### src/rtl/csr_timer_irq_if.sv
// csr_timer_irq_if: CSR access bus between the WB-stage CSR file (master) and csr_timer_irq (slave).
//   csr_we/csr_num/csr_wmask/csr_wvalue : write strobe, address, bit mask, data (master -> slave)
//   csr_rvalue/csr_hit                  : combinational read data and ownership flag (slave -> master)
interface csr_timer_irq_if;
  logic        csr_we;
  logic [13:0] csr_num;
  logic [31:0] csr_wmask;
  logic [31:0] csr_wvalue;
  logic [31:0] csr_rvalue;
  logic        csr_hit;
  modport master (output csr_we, csr_num, csr_wmask, csr_wvalue, input csr_rvalue, csr_hit);
  modport slave (input csr_we, csr_num, csr_wmask, csr_wvalue, output csr_rvalue, csr_hit);
endinterface

### src/rtl/csr_timer_irq.sv
// csr_timer_irq: timer (TID/TCFG/TVAL/TICLR) and interrupt status/enable (ESTAT.IS/ECFG) CSR unit.
//   clk, resetn : core clock, asynchronous active-low reset
//   csr         : CSR bus slave; reads are combinational, writes are masked merges at the next edge
//   crmd_ie     : global interrupt enable
//   hw_int_in   : asynchronous level interrupts, synchronised into IS[2+HW_INT_N-1:2]
//   ipi_int_in  : asynchronous inter-processor interrupt, synchronised into IS[12]
//   has_int     : registered interrupt request
//   timer_int   : timer interrupt status IS[11]
module csr_timer_irq #(
  parameter int          TIMER_W     = 32,
  parameter int          HW_INT_N    = 8,
  parameter int          SYNC_STAGES = 2,
  parameter logic [31:0] CORE_ID     = 32'h0
) (
  input  logic                clk,
  input  logic                resetn,
  csr_timer_irq_if.slave      csr,
  input  logic                crmd_ie,
  input  logic [HW_INT_N-1:0] hw_int_in,
  input  logic                ipi_int_in,
  output logic                has_int,
  output logic                timer_int
);
  localparam logic [13:0] A_ECFG  = 14'h04;
  localparam logic [13:0] A_ESTAT = 14'h05;
  localparam logic [13:0] A_TID   = 14'h40;
  localparam logic [13:0] A_TCFG  = 14'h41;
  localparam logic [13:0] A_TVAL  = 14'h42;
  localparam logic [13:0] A_TICLR = 14'h44;
  logic [HW_INT_N:0]  sync_q [SYNC_STAGES];
  logic [12:0]        lie, is_v;
  logic [1:0]         swi;
  logic               ti, running, expire;
  logic [31:0]        tid, wm, wv;
  logic [TIMER_W-1:0] tcfg, tcfg_new, cnt;
  logic               we_ecfg, we_estat, we_tid, we_tcfg, we_ticlr;
  assign wm = csr.csr_wmask;
  assign wv = csr.csr_wvalue;
  assign we_ecfg  = csr.csr_we && csr.csr_num == A_ECFG;
  assign we_estat = csr.csr_we && csr.csr_num == A_ESTAT;
  assign we_tid   = csr.csr_we && csr.csr_num == A_TID;
  assign we_tcfg  = csr.csr_we && csr.csr_num == A_TCFG;
  assign we_ticlr = csr.csr_we && csr.csr_num == A_TICLR;
  assign tcfg_new = (wm[TIMER_W-1:0] & wv[TIMER_W-1:0]) | (~wm[TIMER_W-1:0] & tcfg);
  // A TCFG write takes priority, so an expiry cannot coincide with a reload by software.
  assign expire = !we_tcfg && tcfg[0] && running && cnt == '0;
  always_comb begin
    is_v = '0;
    is_v[1:0] = swi;
    is_v[2 +: HW_INT_N] = sync_q[SYNC_STAGES-1][HW_INT_N-1:0];
    is_v[11] = ti;
    is_v[12] = sync_q[SYNC_STAGES-1][HW_INT_N];
  end
  assign csr.csr_rvalue = csr.csr_num == A_ECFG  ? {19'b0, lie} :
                          csr.csr_num == A_ESTAT ? {19'b0, is_v} :
                          csr.csr_num == A_TID   ? tid :
                          csr.csr_num == A_TCFG  ? 32'(tcfg) :
                          csr.csr_num == A_TVAL  ? 32'(cnt) : '0;
  assign csr.csr_hit = csr.csr_num inside {A_ECFG, A_ESTAT, A_TID, A_TCFG, A_TVAL, A_TICLR};
  assign timer_int = ti;
  always_ff @(posedge clk or negedge resetn) begin
    if (!resetn) begin
      for (int i = 0; i < SYNC_STAGES; i++) sync_q[i] <= '0;
      lie     <= '0;
      swi     <= '0;
      ti      <= 1'b0;
      tid     <= CORE_ID;
      tcfg    <= '0;
      cnt     <= '1;
      running <= 1'b0;
      has_int <= 1'b0;
    end else begin
      sync_q[0] <= {ipi_int_in, hw_int_in};
      for (int i = 1; i < SYNC_STAGES; i++) sync_q[i] <= sync_q[i-1];
      if (we_ecfg) lie <= ((wm[12:0] & wv[12:0]) | (~wm[12:0] & lie)) & 13'h1BFF;
      if (we_estat) swi <= (wm[1:0] & wv[1:0]) | (~wm[1:0] & swi);
      if (we_tid) tid <= (wm & wv) | (~wm & tid);
      if (we_tcfg) tcfg <= tcfg_new;
      if (we_tcfg) begin
        running <= tcfg_new[0];
        cnt     <= tcfg_new[0] ? {tcfg_new[TIMER_W-1:2], 2'b00} : cnt;
      end else if (tcfg[0] && running) begin
        // One-shot expiry parks at all-ones with running cleared, so it never fires again.
        running <= cnt != '0 || tcfg[1];
        cnt     <= cnt != '0 ? cnt - TIMER_W'(1) : tcfg[1] ? {tcfg[TIMER_W-1:2], 2'b00} : '1;
      end
      ti      <= expire | (ti & ~(we_ticlr & wm[0] & wv[0]));
      has_int <= crmd_ie & |(is_v & lie);
    end
  end
endmodule

### src/flat_wrapper.sv
// flat-port wrapper written by rule: the top's interface ports become plain ports
module csr_timer_irq_flat 
#(
  parameter int          TIMER_W     = 32,
  parameter int          HW_INT_N    = 8,
  parameter int          SYNC_STAGES = 2,
  parameter logic [31:0] CORE_ID     = 32'h0
)
  (clk, resetn, crmd_ie, hw_int_in, ipi_int_in, has_int, timer_int, csr_csr_we, csr_csr_num, csr_csr_wmask, csr_csr_wvalue, csr_csr_rvalue, csr_csr_hit);
  csr_timer_irq_if csr_i ();
  input  logic clk;
  input  logic resetn;
  input  logic crmd_ie;
  input  logic [HW_INT_N-1:0] hw_int_in;
  input  logic ipi_int_in;
  output logic has_int;
  output logic timer_int;
  input wire logic [$bits(csr_i.csr_we)-1:0] csr_csr_we;
  input wire logic [$bits(csr_i.csr_num)-1:0] csr_csr_num;
  input wire logic [$bits(csr_i.csr_wmask)-1:0] csr_csr_wmask;
  input wire logic [$bits(csr_i.csr_wvalue)-1:0] csr_csr_wvalue;
  output wire logic [$bits(csr_i.csr_rvalue)-1:0] csr_csr_rvalue;
  output wire logic [$bits(csr_i.csr_hit)-1:0] csr_csr_hit;
  assign csr_i.csr_we = csr_csr_we;
  assign csr_i.csr_num = csr_csr_num;
  assign csr_i.csr_wmask = csr_csr_wmask;
  assign csr_i.csr_wvalue = csr_csr_wvalue;
  assign csr_csr_rvalue = csr_i.csr_rvalue;
  assign csr_csr_hit = csr_i.csr_hit;
  csr_timer_irq #(.TIMER_W(TIMER_W), .HW_INT_N(HW_INT_N), .SYNC_STAGES(SYNC_STAGES), .CORE_ID(CORE_ID)) u_core (.clk(clk), .resetn(resetn), .csr(csr_i), .crmd_ie(crmd_ie), .hw_int_in(hw_int_in), .ipi_int_in(ipi_int_in), .has_int(has_int), .timer_int(timer_int));
endmodule
### config.mk
export PLATFORM = sky130hd
export DESIGN_NAME = csr_timer_irq_flat
export DESIGN_NICKNAME = d
export VERILOG_FILES = /design/src/rtl/csr_timer_irq_if.sv /design/src/rtl/csr_timer_irq.sv /design/src/flat_wrapper.sv
export SDC_FILE = /design/constraint.sdc
export NUM_CORES = 1
export LEC_CHECK = 0
export CORE_MARGIN = 2
export CORE_UTILIZATION = 60
export CTS_BUF_LIST = sky130_fd_sc_hd__clkbuf_4 sky130_fd_sc_hd__clkbuf_8
export CTS_CLUSTER_SIZE = 12
export DETAILED_ROUTE_END_ITERATION = 6
export PLACE_DENSITY = 0.92
export SETUP_SLACK_MARGIN = 0.15
export SLEW_MARGIN = 25
export SYNTH_ARGS = -nofsm -noshare
export SYNTH_HDL_FRONTEND = slang
export SYNTH_SLANG_ARGS = --single-unit
### constraint.sdc
create_clock -name clk -period 5.83 [get_ports clk]
set_input_delay 1.749 -clock clk [delete_from_list [all_inputs] [get_ports clk]]
set_output_delay 1.749 -clock clk [all_outputs]
set_load 0.03 [all_outputs]
# Yosys cells after proc, flatten, opt, wreduce, memory -nomap -nowiden
# Index checks and enable logic that the tools add are counted.
# W data, S select, Z words.
word_totals:
  ff_bits: 131
  latchBits: 0
  ram_bits: 0
  mem_bits_ro: 0
  output_inout_bits: 35
  n_memories: 0
classes:
  add_sub_neg: 1
  n_mul: 0
  div_mod_pow: 0
  n_lt_le_gt_ge: 0
  n_eq_ne: 7
  shifts: 0
  mux: 12
  bitwise: 21
  reduce_logical: 17
op_table:
  columns: ["cell", "n"]
  rows:
  - ["$mux W32", 10]
  - ["$and A32 B32 Y32", 3]
  - ["$or A32 B32 Y32", 2]
  - ["$eq A14 B7 Y1 const B", 4]
  - ["$and A13 B13 Y13", 3]
  - ["$logic_not A32 Y1", 1]
  - ["$not A32 Y32", 1]
  - ["$reduce_bool A32 Y1", 1]
  - ["$sub A32 B1 Y32 const B", 1]
  - ["$eq A14 B3 Y1 const B", 2]
  - ["$not A13 Y13", 1]
  - ["$or A13 B13 Y13", 1]
  - ["$reduce_or A13 Y1", 1]
  - ["$logic_and A1 B1 Y1", 9]
  - ["$reduce_bool A6 Y1", 1]
  - ["$and A1 B1 Y1", 4]
  - ["$and A2 B2 Y2", 2]
  - ["$mux W1", 2]
  - ["$ne A2 B1 Y1 const B", 1]
  - ["$not A2 Y2", 1]
  - ["$or A2 B2 Y2", 1]
  - ["$reduce_and A2 Y1", 1]
  - ["$reduce_bool A2 Y1", 1]
  - ["$logic_not A1 Y1", 1]
  - ["other kinds (3)", 3]

# Longest topological paths before layout
depth:
  depth_word: 7
  depth_mapped: 10

# Least setup slack after synthesis
# No wires, ideal clock.
synth_timing:
  path_type: "input to output"
  start: "in csr_csr_num[9]"
  end: "out csr_csr_rvalue[11]"
  t_arrival_ns: 3.616
  t_required_ns: 4.081
  setup_slack_ns: 0.465
  path_stages: 6
  path_cell_list: "nor4_1 > and3_1 > clkbuf_1 > nand4bb_1 > clkbuf_1 > o22ai_1"
synth_between:
  elab_chain_cells: 6
synth_rtl:
  columns: ["item", "line", "source"]
  rows:
  - ["start: declaration", "flat_wrapper.sv:19", "input wire logic [$bits(csr_i.csr_num)-1:0] csr_csr_num;"]
  - ["$eq A14 B7 Y1", "csr_timer_irq.sv:58", "csr.csr_num == A_TVAL ? 32'(cnt) : '0;"]
  - ["$mux W32", "csr_timer_irq.sv:58", null]
  - ["$mux W32", "csr_timer_irq.sv:57", "csr.csr_num == A_TCFG ? 32'(tcfg) :"]
  - ["$mux W32", "csr_timer_irq.sv:56", "csr.csr_num == A_TID ? tid :"]
  - ["$mux W32", "csr_timer_irq.sv:55", "csr.csr_num == A_ESTAT ? {19'b0, is_v} :"]
  - ["$mux W32 (*)", "csr_timer_irq.sv:54", "assign csr.csr_rvalue = csr.csr_num == A_ECFG ? {19'b0, lie} :"]
  - ["end: declaration", "flat_wrapper.sv:22", "output wire logic [$bits(csr_i.csr_rvalue)-1:0] csr_csr_rvalue;"]
# Every way passes the cells marked *; elsewhere a longest branch is shown, timed or not.

# Worst setup path in the final report
layout_timing:
  start: "in csr_csr_num[13]"
  end: "out csr_csr_rvalue[2]"
# Same word-level chain as after synthesis.

==> reports/results.ini <==
[synthesis]
synth.area.top_cells=sky130_fd_sc_hd__dfrtp_1 (32%), sky130_fd_sc_hd__mux2_2 (12%), sky130_fd_sc_hd__dfstp_2 (11%)
ys_async_sr_fraction=1.00
yosysTopAreaCell=sky130_fd_sc_hd__dfrtp_1
netlist.area_leader.share=0.320
yosys_register_bits=131
synth_warnings=0
synth_fp_nets=917
netlist_instances=824
dominantRegCellSynth=sky130_fd_sc_hd__dfrtp_1
edff_count_synth=0
syn_area_um2=7740
synth_sequential_area_ratio=0.428
ys_types=64
post_synth.cell_area_avg_um2=9.40

[sta]
timing.final.max_slew_violations=0
max_freq_mhz=185
timing_worst_slew_pin_value_ps=1050
max-slew-margin-rel=0.294
final_period_minus_worst_setup_slack_ps=5410
timing.final.setup_violations=0
rsz0062_at_grt=no
finalCritPeriodShare=0.928
final.setup_skew_ps=9.87
setup_tns_ps=0
final_hold_viol_count=0

[worst_setup_path]
worst_ep_required_time_ps=4080
critical_path.cell_chain=clkdlybuf4s50_1 > nor4_1 > buf_4 > and3_1 > nand4bb_1 > buf_4 > o22ai_1 > buf_4
crit_buf_inv=4
crit_path_end_kind=output port
crit-reg2reg-launch=u_core.cnt[27]$_DFFE_PN1P_
regToRegEndpoint=u_core.cnt[20]$_DFFE_PN1P_
worst_path_dominant_cell_family=buffers and inverters
crit_path_max_incr_delay_ps=400
critical_path.startpoint_type=primary input
cp_data_arrival_time_ps=3660
path_common_cell=sky130_fd_sc_hd__buf_4
cp_max_stage_cell=sky130_fd_sc_hd__clkdlybuf4s50_1
critPathMaxFanout=13
worstSetupPathType=in2out
worst_reg_to_reg_path_cell_count=6
ff2ff_setup_slack_ps=2140

[clock_tree]
hold_buffers=0
clock_latency_ps=460
cts_root_buffer=sky130_fd_sc_hd__clkbuf_8
clkTransAtPathRegs_ps=80
clock_tree_from_tritoncts=done
h-tree-depth=4
cts_setup_buffers=0
post_cts_resized=0
ctsLongestPathBuffers=2
cts_num_sinks=131
cts_inserted_buffers=17

[worst_hold_path]
min_path_cells=0
min_to=u_core.is_v[3]$_DFF_PN0_
worstHoldStart=u_core.sync_q[10]$_DFF_PN0_
worst_hold_check_path_type=reg2reg

[grt]
grt.total_usage=0.332
grt_remaining_overflow=0
antenna_found_initial=0
via_count_of_the_first_global_routing_pass=7305
largest_net_degree_at_the_start_of_global_routing=55
grt_pass1_wl_mm=36.7

[place]
gp_routability_congestion=0.932
place.detailed.hpwl_mm=15.7
place_inst=1093
buffer_ports.inserted=125

[floorplanning]
rows=41
io_pins=126
floorplan.die_area_um2=13800
core-area_um2=12600
chipWidth_um=118
floorplan.initialDensity=0.614
floorplan.die.height_um=118

[detailed_routing]
dr_total_vias=7344
detail_route.vias_per_cell=6.53
wire_per_inst_um=20.3
first_pass_iters=6
post_detailed_route_count_of_antenna_violating_nets=0
drt-initial-drc-count=882
route.detailed.drc=0
routed_wirelength_mm=22.8

[power_and_ir_drop]
total_power_mw=1.85
power_per_cell_area_nw_per_um2=195
worst_ir_drop_vdd_v=0.000208
power_leakage_nw=4.14

[final_layout]
post_route_cells_drive_above_1_share=0.227
area_delta_synth_final_pct=22.7
post_layout_nonfiller_instances=1125
layout.cells.most_common_list=sky130_fd_sc_hd__nand2_1 (116), sky130_fd_sc_hd__dfrtp_1 (99), sky130_fd_sc_hd__clkdlybuf4s50_1 (89)
layout.filler_cells=862
inserted_diodes=0
layout.cells.most_common=sky130_fd_sc_hd__nand2_1
layout.nets=1033

[run_status]
outcome=finished, final reports clean

[run]
cap_violations=0

metrics by stage:
| stage | worst slack (ps) | hold slack (ps) | area [µm²] | utilization |
|---|---|---|---|---|
| floorplan | 465 | 331 | 7740 | - |
| global placement | 555 | 332 | 9080 | 0.719 |
| detailed placement | 418 | 335 | 9100 | 0.721 |
| CTS | 431 | 353 | 9510 | 0.753 |
| global route | 338 | 355 | 9510 | 0.753 |
| finish | 422 | 351 | 9510 | 0.753 |
where the power goes:
group / leakage, nW / internal, mW / switching, mW
Sequential: 1.66 / 0.916 / 0.00350
Clock: 0.192 / 0.395 / 0.387
Combinational: 2.29 / 0.0783 / 0.0735
worst max-delay path by stage:
stage | slack, ps | from | cells after the start | end
5_1_grt | 340 | csr_csr_num[13] | 8 | csr_csr_rvalue[9]
3_5_place_dp | 420 | csr_csr_num[13] | 8 | csr_csr_rvalue[12]
3_3_place_gp | 550 | csr_csr_num[9] | 8 | csr_csr_rvalue[12]
4_1_cts | 430 | csr_csr_num[13] | 8 | csr_csr_rvalue[11]
2_1_floorplan | 470 | csr_csr_num[9] | 6 | csr_csr_rvalue[11]
6_report | 420 | csr_csr_num[13] | 8 | csr_csr_rvalue[2]
metal layers:
metal / wire, µm / global-route usage
met2: 11000 / 0.543
met5: 0 / 0
met1: 9060 / 0.424
met3: 2050 / 0.0717
met4: 686 / 0.150
logic make-up (layout without fill, tap and decap cells):
family,after synthesis,count (layout),share of synthesized area
AO/OA/AOI/OAI,174,174,0.148
multiplexers,134,134,0.186
adder cells (fa/ha/maj),2,2,0.00323
flip-flops,131,131,0.428
buffers and inverters,60,189,0.0307
AND/OR/NAND/NOR,309,309,0.187
XOR/XNOR,14,14,0.0158
cell usage after synthesis (3+ instances only):
cell type,instances
sky130_fd_sc_hd__a211oi_1,5
sky130_fd_sc_hd__a21oi_1,57
sky130_fd_sc_hd__a221oi_1,3
sky130_fd_sc_hd__a22o_1,6
sky130_fd_sc_hd__a31o_2,3
sky130_fd_sc_hd__a31oi_1,9
sky130_fd_sc_hd__a32o_1,3
sky130_fd_sc_hd__and3_1,6
sky130_fd_sc_hd__and4_1,3
sky130_fd_sc_hd__buf_2,3
sky130_fd_sc_hd__clkbuf_1,42
sky130_fd_sc_hd__dfrtp_1,99
sky130_fd_sc_hd__dfstp_2,32
sky130_fd_sc_hd__inv_1,11
sky130_fd_sc_hd__mux2_2,81
sky130_fd_sc_hd__mux2i_1,53
sky130_fd_sc_hd__nand2_1,116
sky130_fd_sc_hd__nand2b_1,8
sky130_fd_sc_hd__nand3_1,15
sky130_fd_sc_hd__nand4_1,12
sky130_fd_sc_hd__nor2_1,88
sky130_fd_sc_hd__nor2b_1,7
sky130_fd_sc_hd__nor3_1,18
sky130_fd_sc_hd__nor4_1,11
sky130_fd_sc_hd__o2111ai_1,6
sky130_fd_sc_hd__o211ai_1,7
sky130_fd_sc_hd__o21ai_0,25
sky130_fd_sc_hd__o221ai_1,4
sky130_fd_sc_hd__o22ai_1,14
sky130_fd_sc_hd__o311ai_0,3
sky130_fd_sc_hd__o32ai_1,12
sky130_fd_sc_hd__or3_1,7
sky130_fd_sc_hd__or4_1,3
sky130_fd_sc_hd__xnor2_1,6
sky130_fd_sc_hd__xor2_1,8
layout make-up:
class                      count  area (µm²)  share of cell area
multi-input combinational    633        4200               0.441
sequential                   131        3320               0.349
timing repair buffer         146        1330               0.140
clock buffer                  18         248              0.0261
tap                          172         215              0.0226
clock inverter                14         153              0.0161
inverter                      11        41.3             0.00434
No activity file was read; power rests on OpenSTA's default activity.
